[config.mk]
export PLATFORM = sky130hd
export DESIGN_NAME = ooo_read_responder
export DESIGN_NICKNAME = d
export VERILOG_FILES = /design/src/rtl/ooo_read_responder.sv
export SDC_FILE = /design/constraint.sdc
export NUM_CORES = 1
export LEC_CHECK = 0
export BUFFER_PORTS_ARGS = -buffer_cell sky130_fd_sc_hd__buf_2
export CORE_ASPECT_RATIO = 0.5
export CORE_MARGIN = 1.5
export CORE_UTILIZATION = 46
export DETAILED_ROUTE_END_ITERATION = 12
export PLACE_DENSITY_LB_ADDON = 0.15
export SLEW_MARGIN = 40
export SYNTH_ARGS = -nofsm -noshare
export SYNTH_HDL_FRONTEND = slang
export SYNTH_SLANG_ARGS = --single-unit
[constraint.sdc]
create_clock -name clk -period 16.22 [get_ports clk]
set_input_delay 0 -clock clk [delete_from_list [all_inputs] [get_ports clk]]
set_output_delay 0 -clock clk [all_outputs]
set_load 0.02 [all_outputs]
[src/rtl/ooo_read_responder.sv]
`default_nettype none
// ============================================================================
// Module   : ooo_read_responder
// Purpose  : AXI-style read-channel responder (slave end). It models a memory
//            target that answers reads out of order across IDs and in order
//            within an ID. The latency of each request depends only on its ID,
//            LAT_BASE + (2^ID_WIDTH-1-arid)*LAT_STEP cycles, so the response
//            order and data are fully predictable.
//            Response data = {id, tag}, where tag is the accept counter value
//            (mod 2^(DATA_WIDTH-ID_WIDTH)) at the time of acceptance.
// Ports    : clk, rst        - clock, synchronous active-high reset
//            s_arid_i        - request ID
//            s_arvalid_i     - request valid
//            s_arready_o     - a slot is free (from current occupancy only)
//            s_rdata_o       - response data {id, tag}
//            s_rid_o         - response ID
//            s_rvalid_o      - response valid (registered output stage)
//            s_rready_i      - response accepted
//            s_rresp_o       - response status (only with RRESP_EN)
// Options  : `define RRESP_EN adds s_rresp_o and parameter ERR_ID. Requests
//            whose ID equals ERR_ID answer SLVERR (2'b10) with zero data.
// Revision : 1.0 - initial release
// ============================================================================
module ooo_read_responder #(
  parameter int DATA_WIDTH = 8,
  parameter int ID_WIDTH   = 4,
  parameter int DEPTH      = 4,
  parameter int LAT_BASE   = 2,
  parameter int LAT_STEP   = 1
`ifdef RRESP_EN
  ,
  parameter int ERR_ID     = (1 << ID_WIDTH) - 1
`endif
) (
  input  logic                  clk,
  input  logic                  rst,
  input  logic [ID_WIDTH-1:0]   s_arid_i,
  input  logic                  s_arvalid_i,
  output logic                  s_arready_o,
  output logic [DATA_WIDTH-1:0] s_rdata_o,
  output logic [ID_WIDTH-1:0]   s_rid_o,
  output logic                  s_rvalid_o,
`ifdef RRESP_EN
  output logic [1:0]            s_rresp_o,
`endif
  input  logic                  s_rready_i
);

  localparam int TAG_W   = DATA_WIDTH - ID_WIDTH;
  localparam int LAT_MAX = LAT_BASE + ((1 << ID_WIDTH) - 1) * LAT_STEP;
  localparam int CNT_W   = $clog2(LAT_MAX + 1);
  localparam int IDX_W   = (DEPTH > 1) ? $clog2(DEPTH) : 1;

  // Per-slot storage. occ = slot holds a request; iss = the request has
  // already been moved into the R output stage and waits for its handshake.
  logic [DEPTH-1:0]    occ_q, occ_d;
  logic [DEPTH-1:0]    iss_q, iss_d;
  logic [ID_WIDTH-1:0] id_q  [DEPTH];
  logic [ID_WIDTH-1:0] id_d  [DEPTH];
  logic [TAG_W-1:0]    tag_q [DEPTH];
  logic [TAG_W-1:0]    tag_d [DEPTH];
  // Age is the rank of the slot in accept order among occupied slots
  // (0 = oldest). Ranks above a departing slot shift down by one.
  logic [IDX_W-1:0]    age_q [DEPTH];
  logic [IDX_W-1:0]    age_d [DEPTH];
  // Remaining cycles until the slot becomes eligible (0 = eligible).
  logic [CNT_W-1:0]    cnt_q [DEPTH];
  logic [CNT_W-1:0]    cnt_d [DEPTH];

  logic [TAG_W-1:0]      acc_q, acc_d;
  logic                  rvalid_q, rvalid_d;
  logic [DATA_WIDTH-1:0] rdata_q, rdata_d;
  logic [ID_WIDTH-1:0]   rid_q, rid_d;
  logic [IDX_W-1:0]      ridx_q, ridx_d;
  logic [1:0]            rresp_q, rresp_d;

  logic             free_found;
  logic [IDX_W-1:0] free_idx;
  logic             sel_found;
  logic [IDX_W-1:0] sel_idx;
  logic [IDX_W-1:0] sel_age;
  logic [IDX_W:0]   occ_cnt;
  logic [IDX_W:0]   new_age;
  logic             hs_ar;
  logic             hs_r;
  logic             load;
  logic             sel_err;

  // Latency minus one: the slot is written on the handshake edge and must be
  // eligible one cycle before the edge that raises s_rvalid_o.
  function automatic logic [CNT_W-1:0] lat_m1(input logic [ID_WIDTH-1:0] id);
    int l;
    l = LAT_BASE + (((1 << ID_WIDTH) - 1) - int'(id)) * LAT_STEP - 1;
    return l[CNT_W-1:0];
  endfunction

  // Lowest-index free slot and occupancy count.
  always_comb begin
    free_found = 1'b0;
    free_idx   = '0;
    occ_cnt    = '0;
    for (int i = DEPTH - 1; i >= 0; i--) begin
      if (!occ_q[i]) begin
        free_found = 1'b1;
        free_idx   = IDX_W'(i);
      end
      occ_cnt = occ_cnt + (IDX_W + 1)'(occ_q[i]);
    end
  end

  // Oldest eligible slot by accept order, excluding the one already staged.
  always_comb begin
    sel_found = 1'b0;
    sel_idx   = '0;
    sel_age   = '0;
    for (int i = 0; i < DEPTH; i++) begin
      if (occ_q[i] && !iss_q[i] && (cnt_q[i] == '0) &&
          (!sel_found || (age_q[i] < sel_age))) begin
        sel_found = 1'b1;
        sel_idx   = IDX_W'(i);
        sel_age   = age_q[i];
      end
    end
  end

`ifdef RRESP_EN
  assign sel_err = (int'(id_q[sel_idx]) == ERR_ID);
`else
  assign sel_err = 1'b0;
`endif

  assign s_arready_o = free_found;
  assign hs_ar       = s_arvalid_i && free_found;
  assign hs_r        = rvalid_q && s_rready_i;
  assign load        = !rvalid_q || hs_r;
  // A request accepted while another departs ranks behind the survivors.
  assign new_age     = occ_cnt - (IDX_W + 1)'(hs_r);

  always_comb begin
    occ_d    = occ_q;
    iss_d    = iss_q;
    id_d     = id_q;
    tag_d    = tag_q;
    age_d    = age_q;
    cnt_d    = cnt_q;
    acc_d    = acc_q;
    rvalid_d = rvalid_q;
    rdata_d  = rdata_q;
    rid_d    = rid_q;
    ridx_d   = ridx_q;
    rresp_d  = rresp_q;

    for (int i = 0; i < DEPTH; i++) begin
      if (occ_q[i] && (cnt_q[i] != '0)) begin
        cnt_d[i] = cnt_q[i] - 1'b1;
      end
      if (hs_r && (age_q[i] > age_q[ridx_q])) begin
        age_d[i] = age_q[i] - 1'b1;
      end
    end

    if (hs_r) begin
      occ_d[ridx_q] = 1'b0;
      iss_d[ridx_q] = 1'b0;
    end

    if (load) begin
      if (sel_found) begin
        rvalid_d       = 1'b1;
        rid_d          = id_q[sel_idx];
        ridx_d         = sel_idx;
        iss_d[sel_idx] = 1'b1;
        rdata_d        = sel_err ? '0 : {id_q[sel_idx], tag_q[sel_idx]};
        rresp_d        = sel_err ? 2'b10 : 2'b00;
      end else begin
        rvalid_d = 1'b0;
      end
    end

    // The free slot is never the departing one, so no write conflict.
    if (hs_ar) begin
      occ_d[free_idx] = 1'b1;
      iss_d[free_idx] = 1'b0;
      id_d[free_idx]  = s_arid_i;
      tag_d[free_idx] = acc_q;
      age_d[free_idx] = new_age[IDX_W-1:0];
      cnt_d[free_idx] = lat_m1(s_arid_i);
      acc_d           = acc_q + 1'b1;
    end
  end

  always_ff @(posedge clk) begin
    if (rst) begin
      occ_q    <= '0;
      iss_q    <= '0;
      acc_q    <= '0;
      rvalid_q <= 1'b0;
      rdata_q  <= '0;
      rid_q    <= '0;
      ridx_q   <= '0;
      rresp_q  <= 2'b00;
      for (int i = 0; i < DEPTH; i++) begin
        id_q[i]  <= '0;
        tag_q[i] <= '0;
        age_q[i] <= '0;
        cnt_q[i] <= '0;
      end
    end else begin
      occ_q    <= occ_d;
      iss_q    <= iss_d;
      acc_q    <= acc_d;
      rvalid_q <= rvalid_d;
      rdata_q  <= rdata_d;
      rid_q    <= rid_d;
      ridx_q   <= ridx_d;
      rresp_q  <= rresp_d;
      for (int i = 0; i < DEPTH; i++) begin
        id_q[i]  <= id_d[i];
        tag_q[i] <= tag_d[i];
        age_q[i] <= age_d[i];
        cnt_q[i] <= cnt_d[i];
      end
    end
  end

  assign s_rvalid_o = rvalid_q;
  assign s_rdata_o  = rdata_q;
  assign s_rid_o    = rid_q;
`ifdef RRESP_EN
  assign s_rresp_o  = rresp_q;
`endif

endmodule
`default_nettype wire

### Word level (Yosys, flattened, before mapping)

Cells that the tools add are included.

| operators by class | value |
|---|---|
| bitwise gates (word level) | 10 |
| div/mod/pow operators | 0 |
| add/subtract/negate cells | 16 |
| multipliers | 0 |
| shift operators | 0 |
| reduce and logical (&&, ||, !) cells | 46 |
| equality and inequality tests | 0 |
| order comparisons | 17 |
| multiplexer cells | 60 |

Operators with widths:

| cell | count |
|---|---|
| 4-bit 2-to-1 mux | 11 |
| 16-bit bitwise mux | 2 |
| 2-bit 2-to-1 mux | 16 |
| 1-bit logical AND | 25 |
| 5-bit 2-to-1 mux | 5 |
| 20-bit bitwise mux | 1 |
| 5-bit logical NOT | 4 |
| 20-bit 2-to-1 mux | 1 |
| 5-bit nonzero test | 4 |
| 5-bit by 1-bit subtractor with 5-bit output (second input constant) | 4 |
| 4-bit binary-select mux with 2-bit select | 2 |
| 1-bit 2-to-1 mux | 13 |
| 4-bit AND | 3 |
| 5-bit demux with 2-bit select | 1 |
| 3-bit >= comparator (second input constant) | 3 |
| 2-bit by 3-bit < comparator with 1-bit output (second input constant) | 3 |
| 2-bit inverter with 3-bit output | 3 |
| 8-bit bitwise mux | 1 |
| 4-bit demux with 2-bit select | 1 |
| 2-bit > comparator | 4 |
| 1-bit logical NOT | 8 |
| 8-bit 2-to-1 mux | 1 |
| 4-bit inverter | 2 |
| 4-bit OR | 2 |
| other kinds (16) | 29 |

| storage, ports and cells | value |
|---|---|
| flip-flop bits (word level) | 87 |
| ROM bits | 0 |
| memories kept | 0 |
| input port bits | 8 |
| bits in latches | 0 |
| RAM bits | 0 |

### Logic depth before layout (Yosys ltp)

Gate-level depths: netlist of run 1.

| logic depth | value |
|---|---|
| depth after elaboration | 25 |
| mapped depth | 23 |
| depth with buffers taken out | 20 |

### Worst setup path before layout of run 1

No wires, ideal clock.

| timing | value |
|---|---|
| path type | reg-to-reg |
| start point | reg cnt_q[15] in the netlist's numbering |
| end point | reg rdata_q[2], in the netlist s_rdata_o[2] |
| cell stages (with the launch flop) | 22 |
| slack | 11.117 ns |
| arrival time | 5.015 ns |
| required time | 16.132 ns |
| period minus slack after synthesis | 5.103 ns |
| cells stage by stage | dfxtp_1 -> inv_1 -> ha_1 -> or4b_4 -> nor2_1 -> nand2_1 -> ha_1 -> a21oi_1 -> o31ai_1 -> buf_4 -> a31oi_1 -> ha_1 -> or4_1 -> nor4_2 -> a211oi_2 -> buf_6 -> mux2_2 -> ha_1 -> or3_1 -> o32ai_4 -> nand2_1 -> a311oi_2 |

| on the way | value |
|---|---|
| longest elaborated chain between the ends | 19 |
| elaborated cells on any way between the ends | 29 |
| those cells by class | 3 x order compare; 13 x mux; 1 x bitwise; 12 x reduce/logical |

Ends and longest elaborated chain:

| element | line | RTL |
|---|---|---|
| start: declaration | 67 | `logic [CNT_W-1:0] cnt_q [DEPTH];` |
| start signal: indexed assignment | 221 | `cnt_q[i] <= cnt_d[i];` |
| 5-bit logical NOT (*) | 117 | `if (occ_q[i] && !iss_q[i] && (cnt_q[i] == '0) &&` |
| 1-bit logical AND (*) | 117 |  |
| 2-bit 2-to-1 mux / 1-bit 2-to-1 mux (equally long branches) | 117 |  |
| 2-bit < comparator / 1-bit logical NOT (equally long branches) | 118 | `(!sel_found \|\| (age_q[i] < sel_age))) begin` |
| 1-bit logical OR | 118 |  |
| 1-bit logical AND | 117 |  |
| 2-bit 2-to-1 mux / 1-bit 2-to-1 mux (equally long branches) | 117 |  |
| 2-bit < comparator / 1-bit logical NOT (equally long branches) | 118 |  |
| [... 2 more ...] | -- |  |
| 2-bit 2-to-1 mux / 1-bit 2-to-1 mux (equally long branches) | 117 |  |
| 2-bit < comparator / 1-bit logical NOT (equally long branches) | 118 |  |
| 1-bit logical OR | 118 |  |
| 1-bit logical AND | 117 |  |
| 2-bit 2-to-1 mux | 117 |  |
| 2-bit inverter with 3-bit output (not written as such) | 173 | `rdata_d = sel_err ? '0 : {id_q[sel_idx], tag_q[sel_idx]};` |
| 4-bit binary-select mux with 2-bit select | 173 |  |
| 4-bit 2-to-1 mux (not written as such) (2 in series) | 173 |  |
| end signal: assignment | 213 | `rdata_q <= rdata_d;` |
| end: declaration | 72 | `logic [DATA_WIDTH-1:0] rdata_q, rdata_d;` |

Mark *: on every way between the ends. The rest lies on a longest branch, timed or not. The select of a mux whose other input is x is not followed.
A chain may end at the register's enable or synchronous reset.

### Final worst setup path of run 1

Same ends and word-level chain as after synthesis.

==> results of run 1 <==
-- metal layers --
metal / share of wire [%] / GRT usage [%]
met2: 43 / 33.88
met3: 3.5 / 5.413
met5: 0 / 0
met4: 0.33 / 5.842
met1: 54 / 32.25
-- registers in the layout, summed over array words and instances (netlist names) --
signal / count
cnt_q: 20
id_q: 16
tag_q: 16
age_q: 8
acc_q: 4
iss_q: 4
occ_q: 4
s_rdata_o: 4
s_rid_o: 4
ridx_q: 2
s_rvalid_o: 1
-- through the flow --
step | instance area [um2] | setup WS, ns | utilization [%]
after CTS | 4876 | 10.55 | 54.13
after floorplan | 4405 | 11.12 | -
final | 4896 | 10.53 | 54.35
after detailed placement | 4551 | 10.56 | 50.51
after global routing | 4896 | 10.12 | 54.35
after global placement | 4518 | 10.29 | 50.15
-- worst register-to-register path: stages (launching register included) --
cell      delay [ns]
dfxtp_1         0.33
inv_1           0.08
ha_1            0.14
or4b_4          0.51
nor2_1          0.17
nand2_1         0.08
ha_1            0.31
a21oi_1         0.10
o31ai_4         0.55
a31oi_1         0.22
ha_1            0.24
or4_1           0.52
nor4_2          0.37
a211oi_4        0.17
mux2_2          0.32
ha_1            0.19
or3_1           0.41
o32ai_4         0.50
nand2_1         0.13
a311oi_2        0.28
-- logic make-up (layout without fill, tap and decap cells) --
kind of cell / count (synthesis) / in the layout
simple gates: 208 / 208
compound gates: 110 / 110
flops: 83 / 83
buf+inv: 63 / 72
xor+xnor: 26 / 26
fa+ha+maj: 21 / 21
mux: 19 / 19
-- power breakdown --
| part | switching [uW] | internal, uW | leakage, uW | total [uW] |
|---|---|---|---|---|
| sequential | 12.2 | 215 | 0.000674 | 227 |
| clock | 86.7 | 109 | 0.000135 | 196 |
| combinational | 52.1 | 33.5 | 0.000975 | 85.6 |
| total | 151 | 358 | 0.00179 | 509 |
-- what timing repair did --
| item | CTS | global route |
|---|---|---|
| hold buffers | 4 | 0 |
| endpoints found under the hold margin | 18 | 0 |
| buffers inserted | 0 | 0 |
-- cell usage after synthesis (2+ instances only) --
master / n
nor2_1: 49
buf_4: 5
o31ai_1: 2
nor2b_1: 2
o21ai_0: 5
nor4_2: 2
a311oi_2: 6
mux4_2: 2
ha_1: 20
or3_1: 8
and2_1: 5
a311oi_1: 4
nand4_1: 2
nand2_1: 97
nand2b_1: 6
xnor2_1: 13
a211oi_1: 26
xor2_1: 13
nand4bb_1: 2
inv_1: 29
clkbuf_1: 26
nor4_1: 3
mux2_1: 5
or2_2: 3
a21oi_1: 54
buf_6: 2
o41ai_1: 2
nand3_1: 11
nor3_1: 9
a211oi_2: 2
dfxtp_1: 83
mux2_2: 12
nor3b_1: 3
-- layout make-up --
cell class / count / area share (%)
Multi-Input combinational cell: 384 / 51.67
Inverter: 29 / 2.223
Sequential cell: 83 / 33.94
Timing Repair Buffer: 27 / 3.348
Tap cell: 117 / 2.990
Clock inverter: 6 / 0.9456
Clock buffer: 10 / 4.881
-- worst min path at each step --
stage	startpoint	cells past startpoint	to	slack (ns)
3_3_place_gp	s_arid_i[1]	3	id_q[13]	0.32
5_1_grt	s_arvalid_i	3	acc_q[1]	0.05
4_1_cts	s_rready_i	4	s_rvalid_o	0.006
6_report	s_rready_i	4	s_rvalid_o	0.02
3_5_place_dp	s_arid_i[1]	3	id_q[13]	0.33
2_1_floorplan	s_arid_i[1]	2	id_q[13]	0.14
==> results.yml, run 1 <==
floorplanning:
  placementRows: 24
  core_area_mm2: 0.009009
  die_w_um: 141.4
  start_util_pct: 48.90
  dieArea_mm2: 0.01021
  die_h_um: 72.20
  pin_count: 22
synthesis:
  ys_ff_latch: 83
  synth_xor_area_share_pct: 5.169
  syn-cell-area_mm2: 0.004405
  synth_fa_ha_area_share_pct: 6.135
  syn-num-nets: 559
  synthTopCellsByArea: "dfxtp_1 (38%), nand2_1 (8.3%), a21oi_1 (6.1%)"
  async_flop_share_pct: 0
  synth_top_area_share_pct: 37.72
  seq_area_frac_synth_pct: 37.72
  ys.flop_type: "dfxtp_1"
  syn_inst: 530
  synth_edf_count: 0
  syn_area_per_cell_um2: 8.312
  synth_area_leader_cell: "dfxtp_1"
  synth-compound-area-share_pct: 17.81
  muxShareOfSynthArea_pct: 5.368
  synth_warnings: 0
  synth_top_family_by_area: "simple AND/OR/NAND/NOR gates"
  synth_cell_types: 50
  synthSimpleGateAreaFrac_pct: 21.64
status:
  status: "finished, final reports clean"
setup_path:
  rr_startpoint: "cnt_q[15]"
  critical_path_class: "flip-flop to flip-flop"
  worstSetupEndpointType: "flip-flop"
  cp_data_arrival_time_ns: 5.94
  cp_num_buf_inv: 1
  path_max_fanout: 13
  critPathLaunch: "cnt_q[15]"
  critPathLaunchType: "flip-flop"
  crit_path_max_incr_delay_ns: 0.55
  r2r-end: "s_rdata_o[2]"
  crit_family: "simple AND/OR/NAND/NOR gates"
  crit_path_top_delay_cell: "o31ai_4"
  crit_path_frequent_cell: "ha_1"
  cp-endpoint: "s_rdata_o[2]"
  crit_chain: "inv_1 > ha_1 > or4b_4 > nor2_1 > nand2_1 > ha_1 > a21oi_1 > o31ai_4 > a31oi_1 > ha_1 > or4_1 > nor4_2 > a211oi_4 > mux2_2 > ha_1 > or3_1 > o32ai_4 > nand2_1 > a311oi_2"
  r2r_cells: 19
  crit_cells: 19
  rrSetupSlack_ns: 10.53
  cp.required_ns: 16.47
sta:
  slew_headroom_pct: 46.40
  worst_pin_slew_ns: 0.8040
  finalCriticalPeriod_ns: 5.686
  finalCritPeriodShare_pct: 35.06
  fin_hold_ws_ns: 0.02403
  grt_setup_unrepaired: "no"
  setup_viol: 0
  finalSetupTns_ns: 0
  finalHoldViolations: 0
  skew_ns: 0.007718
  drv_slew: 0
  fmax_ghz: 0.1759
global_route:
  antenna_found_initial: 0
  grt_overflow_total: 0
  grt_pass1_vias: 3329
  grt_usage_pct: 22.41
  grt_max_degree: 85
  grt_pass1_wl_mm: 17.62
cells_and_area:
  stdcell_count: 656
  multi_input_area_mm2: 0.002530
  n_antenna_cell: 0
  nets: 563
  final_common_cell: "nand2_1"
  fillers: 874
  drive_gt1_share_pct: 14.47
  seq_area_mm2: 0.001662
  most-common-layout-cells: "nand2_1 (97), dfxtp_1 (83), a21oi_1 (53), nor2_1 (48), inv_1 (29)"
  areaGrowthSynthToFinish_pct: 11.13
placement:
  dpl.hpwl_mm: 7.282
  place_congestion: 0.8289
  io_buffers: 21
  dp.cells: 636
drt:
  via_per_inst: 5.497
  totalWireLength_mm: 10.51
  wl_per_cell_um: 16.02
  drc: 0
  drtIter0Drc: 200
  num_vias: 3606
  drtPass1Iterations: 4
  ant_nets: 0
cts:
  clk_latency_ns: 0.34
  cts_htree_levels: 3
  clockBufferDepth: 2
  cts_tree: "built"
  cts_buffers: 9
  ctsResizeCount: 0
  clk_pin_slew_ns: 0.06
  root_buffer: "clkbuf_16"
  clock_sinks: 83
power_and_ir_drop:
  p_leak_uw: 0.001785
  power_uw: 508.6
  peakVddDrop_mv: 0.06986
  p_per_area_mw_per_mm2: 103.9
min_path:
  hold_path_class: "input port to flip-flop"
job:
  drv_cap: 0
(Power assumes the default switching activity.)
==> run 2: changes to the inputs <==
clock period = 5.5 ns   (was 16.22 ns; I/O delays follow)
==> results.yml, run 2 (synthesis results as in run 1) <==
status:
  status: "finished, final reports clean"
global_route:
  grt_max_degree: 85
  grt_overflow_total: 0
  antenna_found_initial: 0
  grt_pass1_wl_mm: 17.92
  grt_usage_pct: 22.74
  grt_busiest_layer: "met2"
  met1_usage_pct: 31.23
  grtUsageMet2_pct: 36.17
  grt_pass1_vias: 3434
  met3_usage_pct: 5.149
setup_path:
  crit_path_frequent_cell: "ha_1"
  cp_data_arrival_time_ns: 5.38
  crit_path_max_incr_delay_ns: 0.52
  critPathLaunchType: "flip-flop"
  critical_path_class: "flip-flop to flip-flop"
  cp.required_ns: 5.76
  crit_family: "simple AND/OR/NAND/NOR gates"
  path_max_fanout: 10
  crit_path_top_delay_cell: "o32ai_4"
  cp_num_buf_inv: 1
  worstSetupEndpointType: "flip-flop"
  crit_chain: "inv_1 > ha_1 > or4b_4 > nor2_1 > nand2_1 > ha_1 > a21oi_1 > o31ai_2 > a31oi_1 > ha_1 > or4_1 > nor4_2 > a211oi_2 > mux2_2 > ha_1 > or3_1 > o32ai_4 > nand2_1 > a311oi_2"
sta:
  finalCriticalPeriod_ns: 5.123
  skew_ns: 0.005940
  setup_viol: 0
  fmax_ghz: 0.1952
  grt_setup_unrepaired: "no"
  worst_pin_slew_ns: 0.7954
  finalHoldViolations: 0
  slew_headroom_pct: 46.86
  drv_slew: 0
  worst_slack_ns: 0.3765
  finalCritPeriodShare_pct: 93.15
  finalSetupTns_ns: 0
cts:
  clk_pin_slew_ns: 0.06
  clockBufferDepth: 2
  post_cts_buffers: 0
  cts_buffers: 9
  clock_sinks: 83
  cts_htree_levels: 3
  root_buffer: "clkbuf_16"
  cts_tree: "built"
  clk_latency_ns: 0.35
drt:
  via_per_inst: 5.480
  drtIter0Drc: 165
  totalWireLength_mm: 10.61
  drtPass1Iterations: 4
  num_vias: 3611
  ant_nets: 0
  wl_per_cell_um: 16.10
  drc: 0
placement:
  preCtsSetupSlack_ns: 0.4153
  dpl.hpwl_mm: 7.225
  dp.cells: 638
  place_congestion: 0.7744
  io_buffers: 21
floorplanning:
  start_util_pct: 48.90
  dieArea_mm2: 0.01021
  core_area_mm2: 0.009009
  die_h_um: 72.20
  die_w_um: 141.4
  placementRows: 24
  pin_count: 22
power_and_ir_drop:
  peakVddDrop_mv: 0.1989
  p_per_area_mw_per_mm2: 312.5
  power_uw: 1539
  p_leak_uw: 0.001802
cells_and_area:
  seq_area_mm2: 0.001662
  largest_register_ffs: 20
  n_antenna_cell: 0
  fillers: 854
  drive_gt1_share_pct: 14.94
  regMostFlops: "cnt_q"
  multi_input_area_mm2: 0.002516
  areaGrowthSynthToFinish_pct: 11.79
  most-common-layout-cells: "nand2_1 (97), dfxtp_1 (83), a21oi_1 (53), nor2_1 (48), inv_1 (29)"
  top_regs: "cnt_q (20), id_q (16), tag_q (16)"
  stdcell_count: 659
  nets: 566
  final_common_cell: "nand2_1"
min_path:
  hold_path_class: "input port to flip-flop"
job:
  drv_cap: 0
[run 2: worst paths after layout]
path | start | to | slack [ns] | cells past startpoint
max | cnt_q[15] | s_rid_o[2] | 0.38 | 19
min | s_arvalid_i | acc_q[1] | 0.02 | 3
max reg2reg | cnt_q[15] | s_rid_o[2] | 0.38 | 19
min reg2reg | tag_q[7] | tag_q[7] | 0.45 | 2
[run 2: worst register-to-register path: stages (launching register included)]
cell	delay (ns)
dfxtp_1	0.32
inv_1	0.08
ha_1	0.13
or4b_4	0.50
nor2_1	0.18
nand2_1	0.08
ha_1	0.30
a21oi_1	0.07
o31ai_2	0.26
a31oi_1	0.16
ha_1	0.23
or4_1	0.51
nor4_2	0.30
a211oi_2	0.09
mux2_2	0.28
ha_1	0.19
or3_1	0.42
o32ai_4	0.52
nand2_1	0.13
a311oi_2	0.28
[run 2: repair_timing]
| item | 4_1_cts | 5_1_grt |
|---|---|---|
| endpoints found under the hold margin | 17 | 0 |
| hold buffers | 5 | 0 |
| endpoints found under the setup margin | 0 | 0 |
| gates resized for setup | 0 | 0 |
[run 2: final cells by class]
cell class                 count  area share (%)
multi-input combinational    384           51.09
sequential                    83           33.74
clock buffer                  10           4.853
timing repair buffer          30           3.836
tap                          117           2.973
inverter                      29           2.210
clock inverter                 6           1.296
[run 2: stage by stage]
step / hold WS, ns / utilization (%) / area, um2
after CTS: 0.01282 / 54.47 / 4907
final: 0.01600 / 54.67 / 4925
after floorplan: 0.1360 / - / 4405
after global placement: 0.3189 / 50.32 / 4533
after global routing: 0.02523 / 54.67 / 4925
after detailed placement: 0.3243 / 50.56 / 4554
[run 2: metal layers]
metal,routed length [um],share of wire (%)
met5,0,0
met1,5294,50
met3,519,4.9
met2,4691,44
met4,105,0.99
[run 2: report_power, final]
part,leakage (uW),internal (uW),switching (uW)
sequential,0.000674,634,35.5
clock,0.000145,364,253
combinational,0.000983,99.5,153
total,0.00180,1100,441
==> run 3: changes to the inputs <==
--- a/config.mk
+++ b/config.mk
@@ -10,4 +10,5 @@
 export CORE_MARGIN = 1.5
 export CORE_UTILIZATION = 46
+export CTS_BUF_LIST = sky130_fd_sc_hd__clkbuf_16
 export DETAILED_ROUTE_END_ITERATION = 12
 export PLACE_DENSITY_LB_ADDON = 0.15
==> constraint.sdc (replaced) <==
create_clock -name clk -period 5.5 [get_ports clk]
set_input_delay 0 -clock clk [delete_from_list [all_inputs] [get_ports clk]]
set_output_delay 0 -clock clk [all_outputs]
set_load 0.05 [all_outputs]
==> results.yml, run 3 (synthesis results as in run 1) <==
status:
  status: "finished, final reports clean"
sta:
  skew_ns: 0.005941
  finalCriticalPeriod_ns: 5.123
  finalSetupTns_ns: 0
  grt_setup_unrepaired: "no"
  finalCritPeriodShare_pct: 93.15
  finalHoldViolations: 0
  setup_viol: 0
  fmax_ghz: 0.1952
  slew_headroom_pct: 46.86
  worst_pin_slew_ns: 0.7954
  drv_slew: 0
drt:
  drtPass1Iterations: 4
  via_per_inst: 5.483
  wl_per_cell_um: 16.10
  totalWireLength_mm: 10.61
  drc: 0
  ant_nets: 0
  drtIter0Drc: 165
  num_vias: 3613
global_route:
  grt_pass1_vias: 3434
  grt_overflow_total: 0
  grt_max_degree: 85
  grt_pass1_wl_mm: 17.92
  antenna_found_initial: 0
  grt_usage_pct: 22.74
setup_path:
  critical_path_class: "flip-flop to flip-flop"
  path_max_fanout: 10
  critPathLaunchType: "flip-flop"
  critPathLaunch: "cnt_q[15]"
  cp.required_ns: 5.76
  worstSetupEndpointType: "flip-flop"
  rr_startpoint: "cnt_q[15]"
  cp_data_arrival_time_ns: 5.38
power_and_ir_drop:
  p_leak_uw: 0.001796
  intPower_uw: 1084
  p_sw_uw: 473.1
  pwr-share-comb_pct: 18.3
  p_per_area_mw_per_mm2: 316.8
  seqPwrFrac_pct: 43.0
  peakVddDrop_mv: 0.2216
  pwr-share-clk_pct: 38.7
  swShare_pct: 30.38
cells_and_area:
  nets: 566
  seq_area_mm2: 0.001662
  final_common_cell: "nand2_1"
  areaGrowthSynthToFinish_pct: 11.56
  regMostFlops: "cnt_q"
  drive_gt1_share_pct: 14.76
  multi_input_area_mm2: 0.002516
  final_core_util_pct: 54.56
  largest_register_ffs: 20
  fillers: 856
  most-common-layout-cells: "nand2_1 (97), dfxtp_1 (83), a21oi_1 (53), nor2_1 (48), inv_1 (29)"
  n_antenna_cell: 0
  top_regs: "cnt_q (20), id_q (16), tag_q (16)"
floorplanning:
  pin_count: 22
  start_util_pct: 48.90
  dieArea_mm2: 0.01021
  placementRows: 24
  die_h_um: 72.20
  die_w_um: 141.4
  core_area_mm2: 0.009009
cts:
  cts_tree: "built"
  cts_htree_levels: 3
  clock_sinks: 83
  cts_buffers: 9
  clk_pin_slew_ns: 0.06
  clockBufferDepth: 2
  post_cts_buffers: 0
  clk_latency_ns: 0.35
  root_buffer: "clkbuf_16"
min_path:
  worstHoldStart: "s_arvalid_i"
  hold_path_class: "input port to flip-flop"
placement:
  dpl.hpwl_mm: 7.225
  io_buffers: 21
  place_congestion: 0.7744
job:
  drv_cap: 0
-- run 3: cell types whose count changed in the layout (fill, tap and decap cells not counted) --
| cell | previous run | this run |
|---|---|---|
| clkbuf_8 | 1 | 0 |
| clkinv_1 | 0 | 1 |
-- run 3: final cells by class --
type,instances,area share (%)
inverter,29,2.215
multi-input combinational,384,51.20
clock inverter,7,1.375
clock buffer,9,4.582
sequential,83,33.81
timing repair buffer,30,3.844
tap,117,2.979
-- run 3: metrics by stage --
step,cell area [um2],hold WS (ns),worst slack [ns],power [uW],instances
global placement,4533,0.3189,0.5511,959.0,638
CTS,4897,0.01282,0.3666,1572,659
detailed placement,4554,0.3243,0.4153,964.9,638
global route,4915,0.02523,0.07249,1628,659
floorplan,4405,0.1360,0.3969,903.4,530
finish,4915,0.01582,0.3766,1557,659
-- run 3: routing by layer --
layer	vias to the layer above	wire, um	track usage, %	share of wire (%)
li1	1853	-	-	-
met1	1690	5291	31.23	50
met2	61	4690	36.17	44
met3	9	519	5.149	4.9
met4	0	105	6.873	0.99
met5	-	0	0	0
-- run 3: power groups by stage --
stage	sequential, uW	combinational, uW	clock (uW)
2_1_floorplan	705	198	0
3_3_place_gp	682	277	0
3_5_place_dp	683	282	0
4_1_cts	670	286	616
5_1_grt	675	317	636
6_report	670	285	602
-- run 3: path summary, 6_finish.rpt --
| check | to | slack (ns) | depth (start not counted) |
|---|---|---|---|
| worst max-delay path | s_rid_o[2] | 0.38 | 19 |
| worst max register to register | s_rid_o[2] | 0.38 | 19 |
| worst min-delay path | acc_q[1] | 0.02 | 3 |
| worst min register to register | tag_q[7] | 0.45 | 2 |
-- run 3: repair_timing --
item                                   CTS  global route
endpoints found under the hold margin   17             0
gates resized for setup                  0             0
hold buffers                             5             0
-- run 3: critical path, stage by stage, from the launching register on --
cell,delay [ns]
dfxtp_1,0.32
inv_1,0.08
ha_1,0.13
or4b_4,0.50
nor2_1,0.18
nand2_1,0.08
ha_1,0.30
a21oi_1,0.07
o31ai_2,0.26
a31oi_1,0.16
ha_1,0.23
or4_1,0.51
nor4_2,0.30
a211oi_2,0.09
mux2_2,0.28
ha_1,0.19
or3_1,0.42
o32ai_4,0.52
nand2_1,0.12
a311oi_2,0.28
